[config.mk]
export PLATFORM = sky130hd
export DESIGN_NAME = counter_run_controller_flat
export DESIGN_NICKNAME = d
export VERILOG_FILES = /design/src/rtl/counter_run_controller_if.sv /design/src/rtl/counter_run_controller.sv /design/src/flat_wrapper.sv
export SDC_FILE = /design/constraint.sdc
export NUM_CORES = 1
export LEC_CHECK = 0
export CORE_MARGIN = 2
export CORE_UTILIZATION = 45
export DETAILED_ROUTE_END_ITERATION = 8
export PLACE_DENSITY = 0.75
export RECOVER_POWER = 25
export SLEW_MARGIN = 30
export SYNTH_ARGS = -nofsm -noshare
export SYNTH_HDL_FRONTEND = slang
export SYNTH_SLANG_ARGS = --single-unit
export TNS_END_PERCENT = 50
[constraint.sdc]
create_clock -name clk -period 1.53 [get_ports clk]
set_input_delay 0.3825 -clock clk [delete_from_list [all_inputs] [get_ports clk]]
set_output_delay 0.3825 -clock clk [all_outputs]
set_load 0.05 [all_outputs]
[src/rtl/counter_run_controller_if.sv]
`default_nettype none
// ============================================================================
// Module   : counter_run_controller_if
// Brief    : Control/status bundle between system logic and the run sequencer.
// Revision : 1.0
// ============================================================================
interface counter_run_controller_if #(
  parameter int WIDTH = 4
);
  logic             start;
  logic [WIDTH-1:0] target;
  logic             abort;
  logic [WIDTH-1:0] q_in;
  logic             cnt_reset;
  logic             ready;
  logic             busy;
  logic             done;
  logic             err;

  modport master (
    output start, target, abort, q_in,
    input  cnt_reset, ready, busy, done, err
  );

  modport slave (
    input  start, target, abort, q_in,
    output cnt_reset, ready, busy, done, err
  );
endinterface
`default_nettype wire

[src/rtl/counter_run_controller.sv]
`default_nettype none
// ============================================================================
// Module   : counter_run_controller
// Brief    : Clears, releases and watches an external counter until it reaches
//            a latched target; optional RUN timeout via COUNTER_RUN_TIMEOUT_EN.
// Revision : 1.0
// ============================================================================
module counter_run_controller #(
  parameter int WIDTH        = 4,
  parameter int CLEAR_CYCLES = 2,
  parameter int TIMEOUT      = 64
) (
  input  wire logic             clk,
  input  wire logic             reset,
  counter_run_controller_if.slave bus
);

  typedef enum logic [1:0] {
    S_IDLE  = 2'd0,
    S_CLEAR = 2'd1,
    S_RUN   = 2'd2,
    S_DONE  = 2'd3
  } state_t;

  localparam int             CW         = (CLEAR_CYCLES > 1) ? $clog2(CLEAR_CYCLES + 1) : 1;
  localparam logic [CW-1:0]  C_CLR_LAST = CW'(CLEAR_CYCLES - 1);

  state_t           r_state, w_state_nxt;
  logic [WIDTH-1:0] r_target, w_target_nxt;
  logic [CW-1:0]    r_clr_cnt, w_clr_cnt_nxt;
  logic             r_cnt_reset, w_cnt_reset_nxt;
  logic             r_ready, w_ready_nxt;
  logic             r_busy, w_busy_nxt;
  logic             r_done, w_done_nxt;
  logic             w_match;

`ifdef COUNTER_RUN_TIMEOUT_EN
  localparam int            RW        = $clog2(TIMEOUT + 1);
  localparam logic [RW-1:0] C_RUN_MAX = RW'(TIMEOUT);

  logic [RW-1:0] r_run_cnt, w_run_cnt_nxt;
  logic          r_err, w_err_nxt;
`else
  // TIMEOUT only has meaning in the timeout build.
  if (TIMEOUT < 1) begin : g_timeout_unused
  end
`endif

  assign w_match = (bus.q_in == r_target);

  always_comb begin
    w_state_nxt     = r_state;
    w_target_nxt    = r_target;
    w_clr_cnt_nxt   = r_clr_cnt;
    w_cnt_reset_nxt = 1'b1;
    w_ready_nxt     = 1'b0;
    w_busy_nxt      = 1'b0;
    w_done_nxt      = 1'b0;
`ifdef COUNTER_RUN_TIMEOUT_EN
    w_run_cnt_nxt   = r_run_cnt;
    w_err_nxt       = 1'b0;
`endif
    case (r_state)
      S_IDLE: begin
        if (bus.start) begin
          w_state_nxt   = S_CLEAR;
          w_target_nxt  = bus.target;
          w_clr_cnt_nxt = '0;
          w_busy_nxt    = 1'b1;
        end else begin
          w_ready_nxt   = 1'b1;
        end
      end
      S_CLEAR: begin
        if (bus.abort) begin
          w_state_nxt = S_IDLE;
          w_ready_nxt = 1'b1;
        end else if (r_clr_cnt == C_CLR_LAST) begin
          w_state_nxt     = S_RUN;
          w_cnt_reset_nxt = 1'b0;
          w_busy_nxt      = 1'b1;
`ifdef COUNTER_RUN_TIMEOUT_EN
          w_run_cnt_nxt   = '0;
`endif
        end else begin
          w_clr_cnt_nxt = r_clr_cnt + CW'(1);
          w_busy_nxt    = 1'b1;
        end
      end
      S_RUN: begin
        // Abort outranks a match (and expiry) on the same edge.
        if (bus.abort) begin
          w_state_nxt = S_IDLE;
          w_ready_nxt = 1'b1;
        end else if (w_match) begin
          w_state_nxt = S_DONE;
          w_done_nxt  = 1'b1;
`ifdef COUNTER_RUN_TIMEOUT_EN
        end else if (r_run_cnt == C_RUN_MAX) begin
          w_state_nxt = S_DONE;
          w_done_nxt  = 1'b1;
          w_err_nxt   = 1'b1;
        end else begin
          w_run_cnt_nxt   = r_run_cnt + RW'(1);
          w_cnt_reset_nxt = 1'b0;
          w_busy_nxt      = 1'b1;
        end
`else
        end else begin
          w_cnt_reset_nxt = 1'b0;
          w_busy_nxt      = 1'b1;
        end
`endif
      end
      S_DONE: begin
        w_state_nxt = S_IDLE;
        w_ready_nxt = 1'b1;
      end
      default: begin
        w_state_nxt = S_IDLE;
        w_ready_nxt = 1'b1;
      end
    endcase
  end

  always_ff @(posedge clk) begin
    if (reset) begin
      r_state     <= S_IDLE;
      r_target    <= '0;
      r_clr_cnt   <= '0;
      r_cnt_reset <= 1'b1;
      r_ready     <= 1'b1;
      r_busy      <= 1'b0;
      r_done      <= 1'b0;
    end else begin
      r_state     <= w_state_nxt;
      r_target    <= w_target_nxt;
      r_clr_cnt   <= w_clr_cnt_nxt;
      r_cnt_reset <= w_cnt_reset_nxt;
      r_ready     <= w_ready_nxt;
      r_busy      <= w_busy_nxt;
      r_done      <= w_done_nxt;
    end
  end

`ifdef COUNTER_RUN_TIMEOUT_EN
  always_ff @(posedge clk) begin
    if (reset) begin
      r_run_cnt <= '0;
      r_err     <= 1'b0;
    end else begin
      r_run_cnt <= w_run_cnt_nxt;
      r_err     <= w_err_nxt;
    end
  end

  assign bus.err = r_err;
`else
  assign bus.err = 1'b0;
`endif

  assign bus.cnt_reset = r_cnt_reset;
  assign bus.ready     = r_ready;
  assign bus.busy      = r_busy;
  assign bus.done      = r_done;

endmodule
`default_nettype wire

[src/flat_wrapper.sv]
// flat-port wrapper written by rule: the top's interface ports become plain ports
module counter_run_controller_flat 
#(
  parameter int WIDTH        = 4,
  parameter int CLEAR_CYCLES = 2,
  parameter int TIMEOUT      = 64
)
  (clk, reset, bus_start, bus_target, bus_abort, bus_q_in, bus_cnt_reset, bus_ready, bus_busy, bus_done, bus_err);
  counter_run_controller_if #(.WIDTH(WIDTH)) bus_i ();
  input  wire logic clk;
  input  wire logic reset;
  input wire logic [$bits(bus_i.start)-1:0] bus_start;
  input wire logic [$bits(bus_i.target)-1:0] bus_target;
  input wire logic [$bits(bus_i.abort)-1:0] bus_abort;
  input wire logic [$bits(bus_i.q_in)-1:0] bus_q_in;
  output wire logic [$bits(bus_i.cnt_reset)-1:0] bus_cnt_reset;
  output wire logic [$bits(bus_i.ready)-1:0] bus_ready;
  output wire logic [$bits(bus_i.busy)-1:0] bus_busy;
  output wire logic [$bits(bus_i.done)-1:0] bus_done;
  output wire logic [$bits(bus_i.err)-1:0] bus_err;
  assign bus_i.start = bus_start;
  assign bus_i.target = bus_target;
  assign bus_i.abort = bus_abort;
  assign bus_i.q_in = bus_q_in;
  assign bus_cnt_reset = bus_i.cnt_reset;
  assign bus_ready = bus_i.ready;
  assign bus_busy = bus_i.busy;
  assign bus_done = bus_i.done;
  assign bus_err = bus_i.err;
  counter_run_controller #(.WIDTH(WIDTH), .CLEAR_CYCLES(CLEAR_CYCLES), .TIMEOUT(TIMEOUT)) u_core (.clk(clk), .reset(reset), .bus(bus_i));
endmodule
## Word level (Yosys, flattened, before mapping)

Cells that the tools add are included.

| storage, ports and cells | value |
|---|---|
| register bits after elaboration | 12 |
| input port bits | 12 |

| cells by class | value |
|---|---|
| $add $sub $neg | 1 |
| equal/unequal tests | 10 |
| muxes and demuxes | 23 |
| bitwise gates (word level) | 1 |
| reductions and logical operators | 7 |

Operators by type and width:

| kind | number |
|---|---|
| $mux W2 | 8 |
| $mux W1 | 10 |
| $pmux W2 S4 | 1 |
| $ne A2 B2 Y1 const B | 3 |
| $ne A3 B2 Y1 const B | 2 |
| $pmux W1 S3 | 2 |
| $eq A2 B1 Y1 const B | 2 |
| $eq A2 B2 Y1 const B | 2 |
| $eq A4 B4 Y1 | 1 |
| $pmux W2 S2 | 1 |
| $reduce_and A4 Y1 | 1 |
| $reduce_and A3 Y1 | 1 |
| $reduce_or A3 Y1 | 1 |
| $add A2 B1 Y2 const B | 1 |
| $logic_not A2 Y1 | 1 |
| $pmux W1 S2 | 1 |
| $reduce_and A2 Y1 | 1 |
| $reduce_bool A2 Y1 | 1 |
| $reduce_or A2 Y1 | 1 |
| $not A1 Y1 | 1 |

## Logic depth before layout (Yosys ltp)

| logic depth | value |
|---|---|
| depth after elaboration | 4 |
| mapped depth | 6 |

## Least setup slack after synthesis

Ideal clock, no wire load.

| timing | value |
|---|---|
| path type | reg-to-reg |
| from | register u_core.r_state[0] |
| to | register u_core.r_ready, in the netlist u_core.bus.ready |
| library setup time | 123 ps |
| arrival | 1210 ps |
| required time | 1407 ps |
| setup slack | 197 ps |
| cell stages (with the launch flop) | 6 |
| path buffers | 0 |
| clock period less this slack | 1333 ps |
| cells stage by stage | dfxtp_1 -> inv_1 -> ha_1 -> a211oi_1 -> a21oi_1 -> or2_2 |

| on the way | value |
|---|---|
| word-level cells in the longest chain between the ends | 3 |

RTL lines:

| what | RTL line | text |
|---|---|---|
| start, declared | counter_run_controller.sv:28 | `state_t r_state, w_state_nxt;` |
| start signal, assigned | counter_run_controller.sv:136 | `r_state <= w_state_nxt;` |
| $eq A2 B1 Y1 or $eq A2 B2 Y1 (tied branches) | counter_run_controller.sv:63 | `case (r_state)` |
| $reduce_or A2 Y1 (no line) | n/a |  |
| $pmux W1 S3 * | counter_run_controller.sv:63 |  |
| end signal, assigned | counter_run_controller.sv:140 | `r_ready <= w_ready_nxt;` |
| end, declared | counter_run_controller.sv:32 | `logic r_ready, w_ready_nxt;` |

Every way passes the cells marked *; elsewhere a longest branch is shown, timed or not.
A chain may end at the register's enable or synchronous reset.

## Final worst setup path

| timing | value |
|---|---|
| from | input bus_q_in[0] |
| to | register u_core.r_cnt_reset, in the netlist u_core.bus.cnt_reset |

| on the way | value |
|---|---|
| word-level cells in the longest chain between the ends | 4 |

RTL lines:

| what | RTL line | text |
|---|---|---|
| start, declared | flat_wrapper.sv:15 | `input wire logic [$bits(bus_i.q_in)-1:0] bus_q_in;` |
| $eq A4 B4 Y1 | counter_run_controller.sv:49 | `assign w_match = (bus.q_in == r_target);` |
| $mux W1 | counter_run_controller.sv:95 | `end else if (w_match) begin` |
| $mux W1 | counter_run_controller.sv:92 | `if (bus.abort) begin` |
| $pmux W1 S2 | counter_run_controller.sv:63 |  |
| end signal, assigned | counter_run_controller.sv:139 | `r_cnt_reset <= w_cnt_reset_nxt;` |
| end, declared | counter_run_controller.sv:31 | `logic r_cnt_reset, w_cnt_reset_nxt;` |

No other way between the ends.

==> qor.txt <==
Detail Placement HPWL: 1019 um
Fin. max-slew vios: 0
NumNets Final: 110
Worst path arrival time: 1.65 ns
Antenna Nets Post-Route: 0
Final cell count without fillers: 106
Avg WL per Cell: 12.61 um
Count of different cell masters after synthesis: 26
CTS tree: built
Area share of the largest cell type after synthesis: 37.87%
Syn Nets: 87
Port Buf Inserts: 15
Beginning of the worst hold path: u_core.r_target[1]$_SDFFE_PP0P_
Vias in the first global route: 494
DRT iter0 DRCs: 20
# setup viols final: 0
Drt drc: 0
CTS sink cnt: 12
Max-Cap Viols: 0
I/O pin count: 17
Initial antenna violation count: 0
Final wirelength: 1337 um
Pre-antenna DRT Iters: 6
Gpl congestion: 0.7738
CTS clk-pin slew, worst paths: 0.08 ns
Synth-to-layout area growth: 40.43%
Clock root buffer: clkbuf_4
Mean area per synthesized cell: 9.194 um2
Initial Util: 48.75%
Number of diodes: 0
F_max: 666.6 MHz
Worst-Skew Late Latency: 0.27 ns
Crit Reg-Reg Startpoint: u_core.r_state[0]$_SDFFE_PP0P_
H-tree depth: 1
Cell Area, Synth: 634.4 um2
Hold Path Class: register to register
Worst vdd ir: 0.4620 mV
Core box area: 1301 um2
Tcrit/Tclk final: 98.04%
Share of cells above drive strength 1: 16.48%
Cells after DPL: 102
Hold_buf cts: 0
Period minus WS final: 1.500 ns
Status: completed
Die Y: 41.55 um
Critical path origin: bus_q_in[0]
Placement Rows: 13
Crit end category: register
Register area share after synthesis: 37.87%
Area leader, netlist: dfxtp_1
TritonCTS buffer count: 3
Pin count of the biggest net entering global routing: 13
Worst-case clock buffer depth: 2
FF+latch count, synth: 12
Yosys warns: 0
Post-Syn Instances: 69
Worst-Margin Slew: 0.5010 ns
Die footprint: 1726 um2
Critical path class: input port to register
WP data required: 1.68 ns
Worst Skew: 0.001282 ns
CP Launch Type: input port
Worst-path fanout max: 3
Synth area leaders: dfxtp_1 38%, ha_1 12%, mux2i_1 6.3%
First-pass GRT wire length: 2242 um
Total GRT Usage: 16.79%
Fin. Hold Viols: 0
Final Util: 68.46%
RSZ-0062 raised after global routing: true
Leak: 0.3691 nW
Overall die width: 41.55 um
Detailed-route via count: 556
Power density over cell area: 1008 nW/um2
Normalized max-slew margin: 66.55%
Grt total ovfl: 0
Via density: 5.245
[layout make-up]
type,instances,area [um2]
Clock buffer,4,36.28
Tap cell,15,18.77
Sequential cell,12,240.2
Fill cell,112,410.4
Inverter,3,11.26
Timing Repair Buffer,20,205.2
Multi-Input combinational cell,52,379.1
[metal layers]
metal,global-route usage [%],routed length [um],vias up
met5,0,0,-
met4,3.871,5,0
met3,5.217,38,2
met2,26.25,654,14
met1,22.62,638,257
li1,-,-,283
[state kept, by name, summed over array words and instances, names as in the netlist]
| register | cells |
|---|---|
| u_core.r_state | 2 |
| u_core.bus.busy | 1 |
| u_core.r_target | 4 |
| u_core.bus.done | 1 |
| u_core.r_clr_cnt | 2 |
| u_core.bus.cnt_reset | 1 |
| u_core.bus.ready | 1 |
[through the flow]
stage | area, um2 | power [mW] | setup TNS, ns | hold slack [ns] | worst slack, ns
5_1_grt | 890.9 | 0.9472 | -0.05304 | 0.4984 | -0.01791
3_3_place_gp | 869.6 | 0.6422 | -0.6709 | 0.4579 | -0.1688
4_1_cts | 905.9 | 0.9073 | 0 | 0.4735 | 0.03185
2_1_floorplan | 634.4 | 0.5338 | 0 | 0.4488 | 0.1971
3_5_place_dp | 869.6 | 0.6488 | -1.080 | 0.4617 | -0.2624
6_report | 890.9 | 0.8983 | 0 | 0.4711 | 0.02991
[synth_stat cells, drive strengths merged]
library cell  instances
nand2b                3
ha                    6
a21oi                 5
or2                   1
clkbuf                1
a211oi                2
nor2b                 3
nand3                 4
dfxtp                12
or4b                  1
a311oi                1
buf                   1
xnor2                 4
inv                   3
mux2i                 4
nor3b                 1
o21ai                 3
nor3                  2
a21o                  1
nand4                 1
nor2                  2
o211ai                1
conb                  1
nand2                 6
[where the power goes]
part / switching, mW / internal (mW) / total [mW]
Clock: 0.115 / 0.145 / 0.260
Sequential: 0.0179 / 0.339 / 0.356
Combinational: 0.144 / 0.138 / 0.282
Total: 0.277 / 0.621 / 0.898
[layout by cell type, fill, tap and decap left out, types with 3 or more instances in the layout]
cell             netlist  routed
dfxtp_1               12      12
clkdlybuf4s50_1        0      11
nand2_1                6       6
a21oi_1                5       5
ha_1                   6       5
buf_4                  1       5
mux2i_1                4       4
nand3_1                4       4
xnor2_1                4       4
inv_1                  3       3
nor2b_1                3       3
nand2b_1               3       3
clkbuf_4               0       3
dlymetal6s2s_1         0       3
[critical path: stages]
cell and delay (ns):
clkdlybuf4s50_1 0.44, xnor2_1 0.16, nand4_2 0.12, mux2i_1 0.09, or4b_1 0.46
[final timing paths]
kind              cells after the start  slack [ns]                              end
setup / recovery                      5        0.03  u_core.bus.cnt_reset$_SDFF_PP1_
hold / removal                        2        0.47  u_core.r_target[1]$_SDFFE_PP0P_
setup reg to reg                      5        0.09   u_core.r_state[1]$_SDFFE_PP0P_
hold reg to reg                       2        0.47  u_core.r_target[1]$_SDFFE_PP0P_
[cells by family (layout without fill, tap and decap cells)]
kind of cell | count (synthesis) | count (layout) | share of synthesized area [%]
adders and majority gates | 6 | 6 | 11.83
muxes | 4 | 4 | 6.312
AOI/OAI and AO/OA | 13 | 13 | 13.21
buffers and inverters | 5 | 27 | 3.550
other | 1 | 1 | 0.5911
and+or+nand+nor | 24 | 24 | 21.11
DFF | 12 | 12 | 37.87
xor gates and xnor gates | 4 | 4 | 5.522
[timing repair]
item	in CTS	in global routing
setup endpoints to repair	0	6
resized for setup	0	2
buffers inserted	0	0
Power figures use the tool's default switching activity.
